<file path="src/rtl/rr_arbiter_merge_if.sv">
// Handshake bundle for rr_arbiter_merge: N input valid/ready streams and one tagged output stream.
// master = arbiter side, slave = the surrounding producers/consumer.
interface rr_arbiter_merge_if #(
  parameter int unsigned p_nbits   = 32,
  parameter int unsigned p_ninputs = 8
);
  localparam int unsigned p_idxw = $clog2(p_ninputs);

  logic [p_ninputs-1:0]      istream_val;
  logic [p_ninputs-1:0]      istream_rdy;
  logic [p_nbits-1:0]        istream_msg [p_ninputs];
  logic                      ostream_val;
  logic                      ostream_rdy;
  logic [p_nbits+p_idxw-1:0] ostream_msg;

  modport master (
    input  istream_val,
    input  istream_msg,
    output istream_rdy,
    output ostream_val,
    input  ostream_rdy,
    output ostream_msg
  );

  modport slave (
    output istream_val,
    output istream_msg,
    input  istream_rdy,
    input  ostream_val,
    output ostream_rdy,
    input  ostream_msg
  );
endinterface

</file>
<file path="src/rtl/rr_arbiter_merge.sv">
// Round-robin merge of p_ninputs streams into one registered output tagged with the source index.
// Define RR_ARBITER_MERGE_SKID_EN for a two-entry output so istream_rdy no longer sees ostream_rdy.
module rr_arbiter_merge #(
  parameter int unsigned p_nbits   = 32,
  parameter int unsigned p_ninputs = 8
) (
  input logic                clk,
  input logic                reset,
  rr_arbiter_merge_if.master bus
);
  localparam int unsigned p_idxw  = $clog2(p_ninputs);
  localparam int unsigned p_obits = p_nbits + p_idxw;

  logic [p_idxw-1:0]  r_ptr;
  logic               r_full;
  logic [p_obits-1:0] r_msg;
`ifdef RR_ARBITER_MERGE_SKID_EN
  logic               r_skid_full;
  logic [p_obits-1:0] r_skid_msg;
`endif

  logic               w_found;
  logic [p_idxw-1:0]  w_gidx;
  logic               w_can_accept;
  logic               w_xfer_in;
  logic               w_drain;
  logic [p_obits-1:0] w_new_msg;

  // Cyclic search from r_ptr; p_ninputs is a power of two so the index wraps for free.
  always_comb begin : grant_search
    logic [p_idxw-1:0] cand;
    w_found = 1'b0;
    w_gidx  = '0;
    cand    = '0;
    for (int unsigned k = 0; k < p_ninputs; k++) begin
      cand = r_ptr + p_idxw'(k);
      if (!w_found && bus.istream_val[cand]) begin
        w_found = 1'b1;
        w_gidx  = cand;
      end
    end
  end

  assign w_drain = r_full && bus.ostream_rdy;
`ifdef RR_ARBITER_MERGE_SKID_EN
  assign w_can_accept = !r_skid_full;
`else
  assign w_can_accept = !r_full || w_drain;
`endif
  // Gating with reset keeps every ready low while reset is held.
  assign w_xfer_in = reset && w_found && w_can_accept;
  assign w_new_msg = {w_gidx, bus.istream_msg[w_gidx]};

  always_comb begin
    bus.istream_rdy = '0;
    if (w_xfer_in) bus.istream_rdy[w_gidx] = 1'b1;
  end

  assign bus.ostream_val = r_full;
  assign bus.ostream_msg = r_msg;

  always_ff @(posedge clk or negedge reset) begin
    if (!reset) begin
      r_ptr       <= '0;
      r_full      <= 1'b0;
      r_msg       <= '0;
`ifdef RR_ARBITER_MERGE_SKID_EN
      r_skid_full <= 1'b0;
      r_skid_msg  <= '0;
`endif
    end else begin
      if (w_xfer_in) r_ptr <= w_gidx + p_idxw'(1);
`ifdef RR_ARBITER_MERGE_SKID_EN
      if (!r_full || w_drain) begin
        // Main entry is free this cycle; skid contents go first to keep FIFO order.
        if (r_skid_full) begin
          r_msg       <= r_skid_msg;
          r_full      <= 1'b1;
          r_skid_full <= w_xfer_in;
          if (w_xfer_in) r_skid_msg <= w_new_msg;
        end else if (w_xfer_in) begin
          r_msg  <= w_new_msg;
          r_full <= 1'b1;
        end else begin
          r_full <= 1'b0;
        end
      end else if (w_xfer_in) begin
        r_skid_msg  <= w_new_msg;
        r_skid_full <= 1'b1;
      end
`else
      if (w_xfer_in) begin
        r_msg  <= w_new_msg;
        r_full <= 1'b1;
      end else if (w_drain) begin
        r_full <= 1'b0;
      end
`endif
    end
  end
endmodule

</file>
<file path="src/flat_wrapper.sv">
// flat-port wrapper written by rule: the top's interface ports become plain ports
module rr_arbiter_merge_flat 
#(
  parameter int unsigned p_nbits   = 32,
  parameter int unsigned p_ninputs = 8
)
  (clk, reset, bus_istream_val, bus_istream_msg, bus_istream_rdy, bus_ostream_val, bus_ostream_rdy, bus_ostream_msg);
  rr_arbiter_merge_if #(.p_nbits(p_nbits), .p_ninputs(p_ninputs)) bus_i ();
  input logic clk;
  input logic reset;
  input wire logic [$bits(bus_i.istream_val)-1:0] bus_istream_val;
  input wire logic [$bits(bus_i.istream_msg)-1:0] bus_istream_msg;
  output wire logic [$bits(bus_i.istream_rdy)-1:0] bus_istream_rdy;
  output wire logic [$bits(bus_i.ostream_val)-1:0] bus_ostream_val;
  input wire logic [$bits(bus_i.ostream_rdy)-1:0] bus_ostream_rdy;
  output wire logic [$bits(bus_i.ostream_msg)-1:0] bus_ostream_msg;
  assign bus_i.istream_val = bus_istream_val;
  assign bus_i.istream_msg = {>>{bus_istream_msg}};
  assign bus_istream_rdy = bus_i.istream_rdy;
  assign bus_ostream_val = bus_i.ostream_val;
  assign bus_i.ostream_rdy = bus_ostream_rdy;
  assign bus_ostream_msg = bus_i.ostream_msg;
  rr_arbiter_merge #(.p_nbits(p_nbits), .p_ninputs(p_ninputs)) u_core (.clk(clk), .reset(reset), .bus(bus_i));
endmodule
</file>
<file path="config.mk">
export PLATFORM = sky130hd
export DESIGN_NAME = rr_arbiter_merge_flat
export DESIGN_NICKNAME = d
export VERILOG_FILES = /design/src/rtl/rr_arbiter_merge_if.sv /design/src/rtl/rr_arbiter_merge.sv /design/src/flat_wrapper.sv
export SDC_FILE = /design/constraint.sdc
export NUM_CORES = 1
export LEC_CHECK = 0
export ABC_AREA = 1
export BUFFER_PORTS_ARGS = -buffer_cell sky130_fd_sc_hd__buf_2
export CORE_ASPECT_RATIO = 1.25
export CORE_UTILIZATION = 28
export CTS_CLUSTER_DIAMETER = 200
export CTS_CLUSTER_SIZE = 12
export DETAILED_ROUTE_END_ITERATION = 12
export GPL_ROUTABILITY_DRIVEN = 0
export PLACE_DENSITY = 0.54
export SLEW_MARGIN = 0
export SYNTH_ARGS = -nofsm -noshare
export SYNTH_HDL_FRONTEND = slang
export SYNTH_SLANG_ARGS = --single-unit
</file>
<file path="constraint.sdc">
create_clock -name clk -period 5.3 [get_ports clk]
set_clock_uncertainty 0.1 [all_clocks]
set_input_delay 1.59 -clock clk [delete_from_list [all_inputs] [get_ports clk]]
set_output_delay 1.59 -clock clk [all_outputs]
set_load 0.01 [all_outputs]
</file>
Word-level counts from Yosys, hierarchy flattened:

Index checks and enable logic that the tools add are counted.

* flip-flop bits (word level): 39
* bits in latches: 0
* RAM bits: 0
* memory bits (read-only): 0
* input bits: 267
* output and inout port bits: 44
* logic and storage cells: 84
* memories kept: 0

* add/subtract/negate cells: 8
* multiply operators: 0
* divide/modulo/power cells: 0
* order comparisons: 11
* equal/unequal tests: 0
* shift operators: 0
* muxes and demuxes: 40
* bitwise gates (word level): 1
* reduce and logical (&&, ||, !) cells: 21

Operators with widths (number)
* $bmux W32 S3: 1
* $mux W32: 2
* $lt A3 B4 Y1 const B: 9
* $bmux W1 S3: 8
* $mux W3: 8
* $mux W1: 19
* $add A3 B3 Y3 const B: 4
* $logic_and A1 B1 Y1: 11
* $logic_not A1 Y1: 8
* $mux W8: 1
* $add A3 B1 Y3 const B: 2
* $add A3 B2 Y3 const B: 2
* $ge A4 B4 Y1 const B: 1
* $not A3 Y4: 1
* $demux W1 S3: 1
* $ge A3 B1 Y1 const B: 1
* $reduce_bool A2 Y1: 1
* $logic_or A1 B1 Y1: 1

Longest topological paths before layout:

* word-level depth: 29
* gate-level depth with buffers: 24

Worst setup path before layout:

Ideal clock, no wire load.

* path type: input to output
* from: input port bus_istream_val[7]
* to: output port bus_istream_rdy[0]
* data arrival time: 3.298 ns
* path slack: 0.312 ns
* stages on the path: 15
* cells stage by stage: nand2_1 nand3_1 nand3_2 nand2_2 nor2_4 nand3_1 nand2_1 inv_1 nor2_1 nand3_2 nand2_4 buf_6 buf_6 nand2_1 nor3_1

* word-level cells in the longest chain between the ends: 29
* elaborated cells on any way between the ends: 54
* those cells by class: order compare (2); mux (35); reduce/logical (17)

RTL lines
* start: declaration: line flat_wrapper.sv:11 `input wire logic [$bits(bus_i.istream_val)-1:0] bus_istream_val;`
* $bmux W1 S3: line rr_arbiter_merge.sv:37 `if (!w_found && bus.istream_val[cand]) begin`
* $mux W1 (implied by the code): line rr_arbiter_merge.sv:37
* $mux W1: line rr_arbiter_merge.sv:37
* $logic_not A1 Y1: line rr_arbiter_merge.sv:37
* $logic_and A1 B1 Y1: line rr_arbiter_merge.sv:37
* $mux W1: line rr_arbiter_merge.sv:37
* $logic_not A1 Y1: line rr_arbiter_merge.sv:37
* $logic_and A1 B1 Y1: line rr_arbiter_merge.sv:37
* [13 not listed]
* $logic_not A1 Y1: line rr_arbiter_merge.sv:37
* $logic_and A1 B1 Y1: line rr_arbiter_merge.sv:37
* $mux W3: line rr_arbiter_merge.sv:37
* $lt A3 B4 Y1 (implied by the code) / $ge A3 B1 Y1 (equally long branches): line rr_arbiter_merge.sv:56 `if (w_xfer_in) bus.istream_rdy[w_gidx] = 1'b1;`
* $logic_and A1 B1 Y1 (implied by the code): line rr_arbiter_merge.sv:56
* $mux W1 (implied by the code): line rr_arbiter_merge.sv:56
* $demux W1 S3
* $mux W8 (*): line rr_arbiter_merge.sv:56
* end: declaration: line flat_wrapper.sv:13 `output wire logic [$bits(bus_i.istream_rdy)-1:0] bus_istream_rdy;`

Mark *: on every way between the ends. The rest lies on a longest branch, timed or not. The select of a mux whose other input is x is not followed.

Worst setup path in the final report:

* from: input port bus_istream_val[7]
* to: output port bus_istream_rdy[7]

The elaborated chain is that of the path after synthesis.

==> flow_summary.toml <==
[outcome]
status = "complete, no violations"

[global_routing]
grt_pass1_vias = 6179
grt_usage_pct = 20.5
antenna_found_initial = 2
grt_overflow = 0
grt_start_max_net_pins = 129
grt_first_pass_wirelength_um = 32800

[sta]
setup_viol = 0
grt_setup_unrepaired = "no"
hold_violations = 0
drv_slew = 0
relSlewSlack_pct = 48.0
fin_crit_sh_pct = 97.2
tns_ps = 0
fmax_mhz = 194
min_period_ps = 5150
worst_pin_slew_ps = 780

[worst_setup_path]
crit_start = "bus_istream_val[7]"
cp-end-kind = "output port"
criticalPathCategory = "input pin to output port"
critPathMaxStageDelay_ps = 240
path_cells = "buf_2 -> nand2_1 -> nand3_1 -> nand3_2 -> nand2_2 -> nor2_4 -> buf_4 -> nand3_1 -> nor2_1 -> or2_0 -> nor3_2 -> nand3_2 -> inv_2 -> nor2_4 -> inv_1 -> nor2_1 -> buf_2"
cp_max_fo = 6
reg2reg_from = "u_core.r_ptr[1]"
cp.required_ps = 3610
startpoint_type = "input pin"
arrival_ps = 3460
cp_slowest_cell = "or2_0"

[layout]
multi_input_area_mm2 = 0.00358
drive_gt1_share_pct = 29.4
seqCellArea_um2 = 976
fin_util_pct = 37.7
fin_area_mm2 = 0.00714
final_nets = 1538
final-instance-count-excl-fill = 1503
fillerInstances = 2201
area_delta_synth_final_pct = 30.6

[clocking]
ctsHoldBuffers = 0
path_clk_slew_ps = 60
cts_sinks = 39
cts_tree = "yes"
clk_root_buffer_cell = "clkbuf_16"
numCtsBuffers = 5
cts_htree_levels = 2
clockBufferDepth = 2
worstSkewPairLatency_ps = 280

[synthesis]
synthCells = 1006
synth_mux_area_share_pct = 0
synth_fa_ha_area_share_pct = 0.458
netlist-cell-type-count = 31
synth-seq-cells = 39
yosys_warnings = 0
ys_seq_area_share_pct = 17.9
mappedNetlistNets = 1275
synth_xor_area_share_pct = 0.641
avgSynthCellArea_um2 = 5.43
synth_top_family_by_area = "simple AND/OR/NAND/NOR gates"
synth-compound-area-share_pct = 1.37
synth-simple-area-share_pct = 62.5
syn_area_mm2 = 0.00547

[routing]
drc = 0
initialDrtViolationCount = 450
wl_per_cell_um = 14.4
totalWireLength_um = 21600
num_vias = 7062
vias_per_cell = 4.70
detail-route-antenna-nets = 0
first_pass_iters = 5

[floorplan]
die_h_um = 158
rows = 56
start_util_pct = 28.9
die_w_um = 127
fp.coreArea_mm2 = 0.0189
die_area_mm2 = 0.0201
boundaryPins = 311

[place]
dp_hpwl_um = 16300
post_dp_cell_area_mm2 = 0.00695
dp.cells = 1493
io_buffers = 310

[worst_hold_path]
min-delay-path-class = "register to register"
holdCritStartpoint = "u_core.bus.ostream_msg[33]"

[run]
cap_violations = 0
-- registers in the layout, summed over array words and instances (netlist names) --
register                count
u_core.bus.ostream_val      1
u_core.r_ptr                3
u_core.bus.ostream_msg     35
-- worst paths after layout --
path,to,slack [ps],depth (start not counted)
max in group asynchronous,u_core.bus.ostream_msg[5],3390,2
min,u_core.bus.ostream_msg[33],380,2
min reg2reg,u_core.bus.ostream_msg[33],380,2
max,bus_istream_rdy[7],150,17
max reg2reg,u_core.bus.ostream_msg[0],880,19
min in group asynchronous,u_core.bus.ostream_msg[0],1350,2
-- cells in the mapped netlist --
master	n	area, µm²
ha_1	2	25.0
a21oi_1	3	15.0
nand4_1	3	18.8
nand2_2	5	31.3
buf_1	2	7.51
buf_4	24	180
o21ai_2	1	8.76
xor2_1	2	17.5
or2_0	1	6.26
nor3_2	1	10.0
buf_2	29	145
a31oi_1	1	6.26
nand3_1	218	1090
nand3b_1	32	240
nor2_2	3	18.8
nor2_1	16	60.1
inv_1	106	398
nand3_2	9	90.1
buf_6	15	169
o21a_1	1	7.51
o21ai_0	5	25.0
inv_2	10	37.5
a31oi_2	1	12.5
nor2_4	3	33.8
dfrtp_1	39	976
nand2_4	1	11.3
xnor2_1	2	17.5
nand4_4	1	21.3
nand2_1	466	1750
nand3b_4	1	20.0
nor3_1	3	15.0
-- worst max-delay path: cells and delay by family --
family,cells,cell delay [ps]
simple gates,12,1270
buf+inv,5,570
-- per-stage QoR --
| stage | hold WS, ps | setup slack (ps) |
|---|---|---|
| 2_1_floorplan | 417 | 312 |
| 3_3_place_gp | 362 | 161 |
| 3_5_place_dp | 370 | 127 |
| 4_1_cts | 388 | 116 |
| 5_1_grt | 416 | 4.17 |
| 6_report | 380 | 151 |
-- layout by cell type, fill, tap and decap left out, types with 5 or more instances in the layout --
cell type  count
buf_2        310
buf_4         15
clkbuf_16      5
dfrtp_1       39
inv_1        106
inv_2         10
nand2_1      465
nand2_2        6
nand3_1      218
nand3_2        8
nand3b_1      32
nor2_1        15
nor2_4         5
o21ai_0        5
-- timing repair --
action                                  CTS  global route
resized for setup                         0             3
setup buffers                             0             1
endpoints found under the setup margin    0             6
-- cells by family after synthesis --
kind of cell / count (synthesis)
DFF: 39
xor gates and xnor gates: 4
AOI/OAI and AO/OA: 12
and+or+nand+nor: 763
adders and majority gates: 2
buffers and inverters: 186
-- layer usage --
layer  GRT usage (%)  share of wire, %  up-vias  routed length [µm]
met3            2.47               5.1       24                1100
met1            27.0                43     3151                9380
met5               0             0.060        -                  13
met2            35.5                50      231               10800
met4            4.76               1.7        2                 362
li1                -                 -     3654                   -
-- area by class of cell --
| class | count | share of cell area, % |
|---|---|---|
| sequential | 39 | 13.7 |
| clock buffer | 5 | 1.75 |
| tap | 232 | 4.07 |
| multi-input combinational | 781 | 50.2 |
| timing repair buffer | 326 | 23.6 |
| clock inverter | 3 | 0.613 |
| antenna | 1 | 0.0351 |
| inverter | 116 | 6.10 |
Power is left out: the tool's default activity adds up to more than one toggle a clock period on the data nets, which glitch-free logic cannot reach.
